--- src/rtl/ps2_host_tx_if.sv ---
// Command handshake between a host-side client and the PS/2 transmitter.
interface ps2_host_tx_if;
   logic [7:0] tx_data;
   logic       tx_valid;
   logic       tx_ready;
   logic       tx_done;
   logic       tx_error;

   modport master (
      output tx_data,
      output tx_valid,
      input  tx_ready,
      input  tx_done,
      input  tx_error
   );

   modport slave (
      input  tx_data,
      input  tx_valid,
      output tx_ready,
      output tx_done,
      output tx_error
   );
endinterface

--- src/rtl/ps2_host_tx.sv ---
// Host-to-device PS/2 transmitter: inhibit, request-to-send, clock out one framed
// command byte on device clock falls, then check the device ACK.
module ps2_host_tx #(
   parameter int unsigned INHIBIT_CYCLES = 5000,
   parameter int unsigned TIMEOUT_CYCLES = 750000
) (
   input  logic         clk,
   input  logic         rst_n,
   ps2_host_tx_if.slave tx,
   input  logic         ps2_clk_in,
   input  logic         ps2_data_in,
   output logic         ps2_clk_oe,
   output logic         ps2_data_oe
);
   localparam int unsigned InhW = $clog2(INHIBIT_CYCLES) + 1;
   localparam int unsigned ToW  = $clog2(TIMEOUT_CYCLES) + 1;

   typedef enum logic [2:0] {StIdle, StInhibit, StReq, StSend, StWaitIdle} state_e;

   state_e          state_q, state_d;
   logic [1:0]      clk_sync_q, data_sync_q;
   logic            clk_prev_q;
   logic            clk_s, data_s, fall, timeout;
   // frame bit 0 is the start bit, so the fall count indexes the bit on the line
   logic [10:0]     frame_q, frame_d;
   logic [3:0]      bit_cnt_q, bit_cnt_d;
   logic [InhW-1:0] inh_cnt_q, inh_cnt_d;
   logic [ToW-1:0]  to_cnt_q, to_cnt_d;

   always_ff @(posedge clk) begin
      if (!rst_n) begin
         clk_sync_q  <= 2'b11;
         data_sync_q <= 2'b11;
         clk_prev_q  <= 1'b1;
         state_q     <= StIdle;
         frame_q     <= '0;
         bit_cnt_q   <= '0;
         inh_cnt_q   <= '0;
         to_cnt_q    <= '0;
      end else begin
         clk_sync_q  <= {clk_sync_q[0], ps2_clk_in};
         data_sync_q <= {data_sync_q[0], ps2_data_in};
         clk_prev_q  <= clk_sync_q[1];
         state_q     <= state_d;
         frame_q     <= frame_d;
         bit_cnt_q   <= bit_cnt_d;
         inh_cnt_q   <= inh_cnt_d;
         to_cnt_q    <= to_cnt_d;
      end
   end

   assign clk_s   = clk_sync_q[1];
   assign data_s  = data_sync_q[1];
   assign fall    = clk_prev_q & ~clk_s;
   assign timeout = (to_cnt_q == ToW'(TIMEOUT_CYCLES));

   always_comb begin
      state_d     = state_q;
      frame_d     = frame_q;
      bit_cnt_d   = bit_cnt_q;
      inh_cnt_d   = inh_cnt_q;
      to_cnt_d    = to_cnt_q;
      tx.tx_ready = 1'b0;
      tx.tx_done  = 1'b0;
      tx.tx_error = 1'b0;
      ps2_clk_oe  = 1'b0;
      ps2_data_oe = 1'b0;

      unique case (state_q)
         StIdle: begin
            tx.tx_ready = 1'b1;
            if (tx.tx_valid) begin
               frame_d   = {1'b1, ~^tx.tx_data, tx.tx_data, 1'b0};
               bit_cnt_d = '0;
               inh_cnt_d = '0;
               to_cnt_d  = '0;
               state_d   = StInhibit;
            end
         end

         StInhibit: begin
            ps2_clk_oe = 1'b1;
            if (inh_cnt_q == InhW'(INHIBIT_CYCLES - 1)) begin
               state_d = StReq;
            end else begin
               inh_cnt_d = inh_cnt_q + 1'b1;
            end
         end

         StReq: begin
            ps2_clk_oe  = 1'b1;
            ps2_data_oe = 1'b1;
            to_cnt_d    = '0;
            state_d     = StSend;
         end

         StSend: begin
            ps2_data_oe = ~frame_q[bit_cnt_q];
            // a fall in the timeout cycle still counts as device activity
            if (fall) begin
               to_cnt_d = '0;
               if (bit_cnt_q == 4'd10) begin
                  if (!data_s) begin
                     tx.tx_done = 1'b1;
                     state_d    = StWaitIdle;
                  end else begin
                     tx.tx_error = 1'b1;
                     state_d     = StIdle;
                  end
               end else begin
                  bit_cnt_d = bit_cnt_q + 1'b1;
               end
            end else if (timeout) begin
               ps2_data_oe = 1'b0;
               tx.tx_error = 1'b1;
               state_d     = StIdle;
            end else begin
               to_cnt_d = to_cnt_q + 1'b1;
            end
         end

         StWaitIdle: begin
            if (clk_s && data_s) begin
               state_d = StIdle;
            end else if (fall) begin
               to_cnt_d = '0;
            end else if (timeout) begin
               tx.tx_error = 1'b1;
               state_d     = StIdle;
            end else begin
               to_cnt_d = to_cnt_q + 1'b1;
            end
         end

         default: state_d = StIdle;
      endcase
   end
endmodule

--- src/flat_wrapper.sv ---
// flat-port wrapper written by rule: the top's interface ports become plain ports
module ps2_host_tx_flat 
#(
   parameter int unsigned INHIBIT_CYCLES = 5000,
   parameter int unsigned TIMEOUT_CYCLES = 750000
)
  (clk, rst_n, ps2_clk_in, ps2_data_in, ps2_clk_oe, ps2_data_oe, tx_tx_data, tx_tx_valid, tx_tx_ready, tx_tx_done, tx_tx_error);
  ps2_host_tx_if tx_i ();
  input  logic clk;
  input  logic rst_n;
  input  logic ps2_clk_in;
  input  logic ps2_data_in;
  output logic ps2_clk_oe;
  output logic ps2_data_oe;
  input wire logic [$bits(tx_i.tx_data)-1:0] tx_tx_data;
  input wire logic [$bits(tx_i.tx_valid)-1:0] tx_tx_valid;
  output wire logic [$bits(tx_i.tx_ready)-1:0] tx_tx_ready;
  output wire logic [$bits(tx_i.tx_done)-1:0] tx_tx_done;
  output wire logic [$bits(tx_i.tx_error)-1:0] tx_tx_error;
  assign tx_i.tx_data = tx_tx_data;
  assign tx_i.tx_valid = tx_tx_valid;
  assign tx_tx_ready = tx_i.tx_ready;
  assign tx_tx_done = tx_i.tx_done;
  assign tx_tx_error = tx_i.tx_error;
  ps2_host_tx #(.INHIBIT_CYCLES(INHIBIT_CYCLES), .TIMEOUT_CYCLES(TIMEOUT_CYCLES)) u_core (.clk(clk), .rst_n(rst_n), .tx(tx_i), .ps2_clk_in(ps2_clk_in), .ps2_data_in(ps2_data_in), .ps2_clk_oe(ps2_clk_oe), .ps2_data_oe(ps2_data_oe));
endmodule
--- config.mk ---
export PLATFORM = sky130hd
export DESIGN_NAME = ps2_host_tx_flat
export DESIGN_NICKNAME = d
export VERILOG_FILES = /design/src/rtl/ps2_host_tx_if.sv /design/src/rtl/ps2_host_tx.sv /design/src/flat_wrapper.sv
export SDC_FILE = /design/constraint.sdc
export NUM_CORES = 1
export LEC_CHECK = 0
export ABC_CLOCK_PERIOD_IN_PS = 5750
export CAP_MARGIN = 20
export CORE_ASPECT_RATIO = 0.7
export CORE_UTILIZATION = 55
export CTS_BUF_LIST = sky130_fd_sc_hd__clkbuf_4 sky130_fd_sc_hd__clkbuf_8
export DETAILED_ROUTE_END_ITERATION = 12
export PLACE_DENSITY = 0.77
export REMOVE_ABC_BUFFERS = 1
export SKIP_LAST_GASP = 1
export SYNTH_ARGS = -nofsm -noshare
export SYNTH_HDL_FRONTEND = slang
export SYNTH_SLANG_ARGS = --single-unit
--- constraint.sdc ---
create_clock -name clk -period 5.75 [get_ports clk]
set_input_delay 0.575 -clock clk [delete_from_list [all_inputs] [get_ports clk]]
set_output_delay 0.575 -clock clk [all_outputs]
set_load 0.02 [all_outputs]
==> run metrics <==
status completed; Synth Cell Area between 2000 and 3000 µm²; register area between 1000 and 1500 µm²; CTS Hold Bufs 0; CP Max Fanout 6; final clock skew ~0.0053 ns; initial antenna violation count 0; power per cell area roughly 270 nW/µm²; router iterations before antenna repair 5; endpoints failing setup 0; YS warnings 0; Slowest cell on crit path clkdlybuf4s50_1; root buf cell clkbuf_8; total global-route track usage about a quarter; crit path time final about 3.3 ns; Syn-to-layout area delta 13.1%; num ports 18; Final Routed Wirelength between 6000 and 7000 µm; Synth Flop Type dfxtp_1; GRT Residual Overflow 0; setup TNS 0 ns; Peak Freq ~300 MHz; total clock sinks 57; synthesized area per cell between 8 and 9 µm²; critical-path cell list nor4_1 -> nand4_1 -> or2_1 -> o31ai_1 -> clkdlybuf4s50_1; Inst Count DP about 430; Combinational Power Share between 10% and 20%; Async S/R FF share, synth 0%; Finished Layout Cells between 400 and 500; Final GP Congestion 0.879; P_sw roughly 240 µW; CTS tree yes; cts bufs inserted 9; cells after synthesis 360; antenna diode count 0; relative slew slack roughly two fifths; period utilization ~57%; largest net degree at the start of global routing 21; die width 89.9 µm; DR WL/cell roughly 15 µm; CORE AREA ~5000 µm²; vias per cell 6.06; switching share of power 26.8%; CP Data Required Time 5.18 ns; remaining antenna violation count after routing 0; worst slew pin tran between 0.8 and 0.9 ns; Initial Utilization roughly three fifths; Worst EP arrival approximately 2.7 ns; Vias ~2700; post-DP HPWL between 4000 and 5000 µm; final hold violations 0; drt drc 0; post-CTS setup buffers 0; footprint of the multi-input gates between 1500 and 2000 µm²; worst hold margin slightly above 0.4 ns; layout cell share with drive strength beyond 1 between 6 and 7%; Netlist cell types 58; total power 912 µW; Cell Rows 21; internal power around 670 µW; initial DRC count 200; Max Cap Viol 0; Hold WC Path Type flop to flop; FF+latch count, synth 57; DIE HEIGHT 63.5 µm; Flop pwr share a little under half; CTS H-Tree Depth 3; CP Launch Type flop; Seq/Total Area, Yosys between 30% and 40%; port buffer count 17; max-slew violation count 0; Max VDD drop about 0.18 mV; Final Net Count between 300 and 400; unrepaired setup endpoints after global routing no; CTS max path bufs 2; Clock Latency Late Sink approximately 0.34 ns; Worst path max stage delay 0.67 ns; Layout fillers 426; Leak roughly 1.1 nW; post-CTS resize count 0; clock power share 41.1%; Die ar. 5710 µm²; first-pass GRT wire length approximately 12000 µm; vias in the first global route around 2500; EDFF count, synth 0; Util after Layout about two thirds; Critical Path Sink Type primary output; Reg clk slew, reported paths around 0.070 ns; kind of critical path flop to primary output
## sequential cells by signal, summed over array words and instances (netlist names)
signal	cells
u_core.bit_cnt_q	4
u_core.frame_q	10
u_core.data_sync_q	2
u_core.clk_sync_q	2
u_core.state_q	3
u_core.inh_cnt_q	14
u_core.to_cnt_q	21
u_core.clk_prev_q	1
## path summary, 6_finish.rpt
kind,to,startpoint,cells after the start,slack [ns]
setup reg to reg,u_core.to_cnt_q[17]$_SDFFE_PN0P_,u_core.state_q[2]$_SDFFE_PN0P_,6,3.13
hold / removal,u_core.data_sync_q[1]$_SDFF_PN1_,u_core.data_sync_q[0]$_SDFF_PN1_,1,0.41
setup / recovery,tx_tx_error,u_core.to_cnt_q[9]$_SDFFE_PN0P_,5,2.45
hold reg to reg,u_core.data_sync_q[1]$_SDFF_PN1_,u_core.data_sync_q[0]$_SDFF_PN1_,1,0.41
## metrics by stage
stage	worst slack, ns	cell area (µm²)
floorplan	3.40	2890
global placement	2.65	3150
detailed placement	2.61	3150
CTS	2.47	3350
global route	2.37	3360
finish	2.45	3360
## routing by layer
layer | up-vias | global-route usage [%] | share of wire (%) | wire length [µm]
met1 | 1246 | 35.3 | 48 | 3190
li1 | 1334 | - | - | -
met4 | 0 | 8.06 | 1.3 | 89
met2 | 112 | 37.9 | 42 | 2810
met5 | - | 0 | 0 | 0
met3 | 12 | 7.61 | 8.2 | 543
## layout make-up
cell class / count / share of cell area [%]
inverter: 8 / 0.893
clock buffer: 11 / 4.32
timing repair buffer: 19 / 5.51
sequential: 57 / 33.9
clock inverter: 5 / 1.64
tap: 69 / 2.57
multi-input combinational: 277 / 51.1
## worst max-delay path, delay by kind of cell, from the launching register on
family / cells / cell delay (ns)
buffers and inverters: 1 / 0.67
and+or+nand+nor: 3 / 1.01
AOI/OAI and AO/OA: 1 / 0.34
DFF: 1 / 0.37
## placed cells by master (no fill, tap or decap), types with 3 or more instances in the layout
master and n:
nand2b_1 8, o211ai_1 4, xor2_1 7, nand2_1 41, clkdlybuf4s50_1 17, nor4_1 7
o22ai_1 3, nor4b_1 3, inv_1 8, o21ai_0 10, a31oi_1 3, nor2_1 31
xnor2_1 16, or3_1 10, ha_1 5, o31ai_1 3, nor3b_1 7, mux2i_1 3
nor3_1 7, or4_1 4, dfxtp_1 57, clkbuf_8 10, a21oi_1 30, nand4_1 14
a211o_1 4, and3_1 7, nand3_1 14
## power by group through the flow
stage                     combinational [mW]  clock (mW)  sequential [mW]
after floorplan                       0.0741           0            0.425
after global placement                 0.110           0            0.428
after detailed placement               0.111           0            0.428
after CTS                              0.112       0.380            0.420
after global routing                   0.128       0.400            0.422
final                                  0.117       0.375            0.420
## logic make-up (layout without fill, tap and decap cells)
kind of cell	count (synthesis)	in the layout	synth area share (%)
buf+inv	26	43	3.79
mux	5	5	2.15
compound gates	73	73	15.6
fa+ha+maj	5	5	2.10
flops	57	57	38.4
simple gates	171	171	31.2
xor+xnor	23	23	6.78
## Yosys cell counts, drive strengths merged (2+ instances only)
cell type	number	area share (%)
and2	2	0.42
a311oi	2	0.59
o31ai	3	0.76
nor2	32	4.1
clkbuf	11	1.4
and3	7	1.5
or3	10	2.1
a21oi	30	5.1
nor3b	8	2.2
and4	2	0.59
nor4	8	1.9
a31oi	3	0.63
ha	5	2.1
buf	7	1.4
a211o	4	1.2
nand4	14	2.9
o22ai	3	0.63
or4	4	1.0
nor3	8	1.5
nor4bb	2	0.67
nand2b	8	1.7
xnor2	16	4.7
o21ai	12	2.0
nand2	41	5.2
dfxtp	57	38
xor2	7	2.1
inv	8	1.0
a32o	2	0.67
nand3	14	2.4
mux2i	3	1.0
nor4b	3	0.88
o211ai	4	1.0
Power figures use the tool's default switching activity.
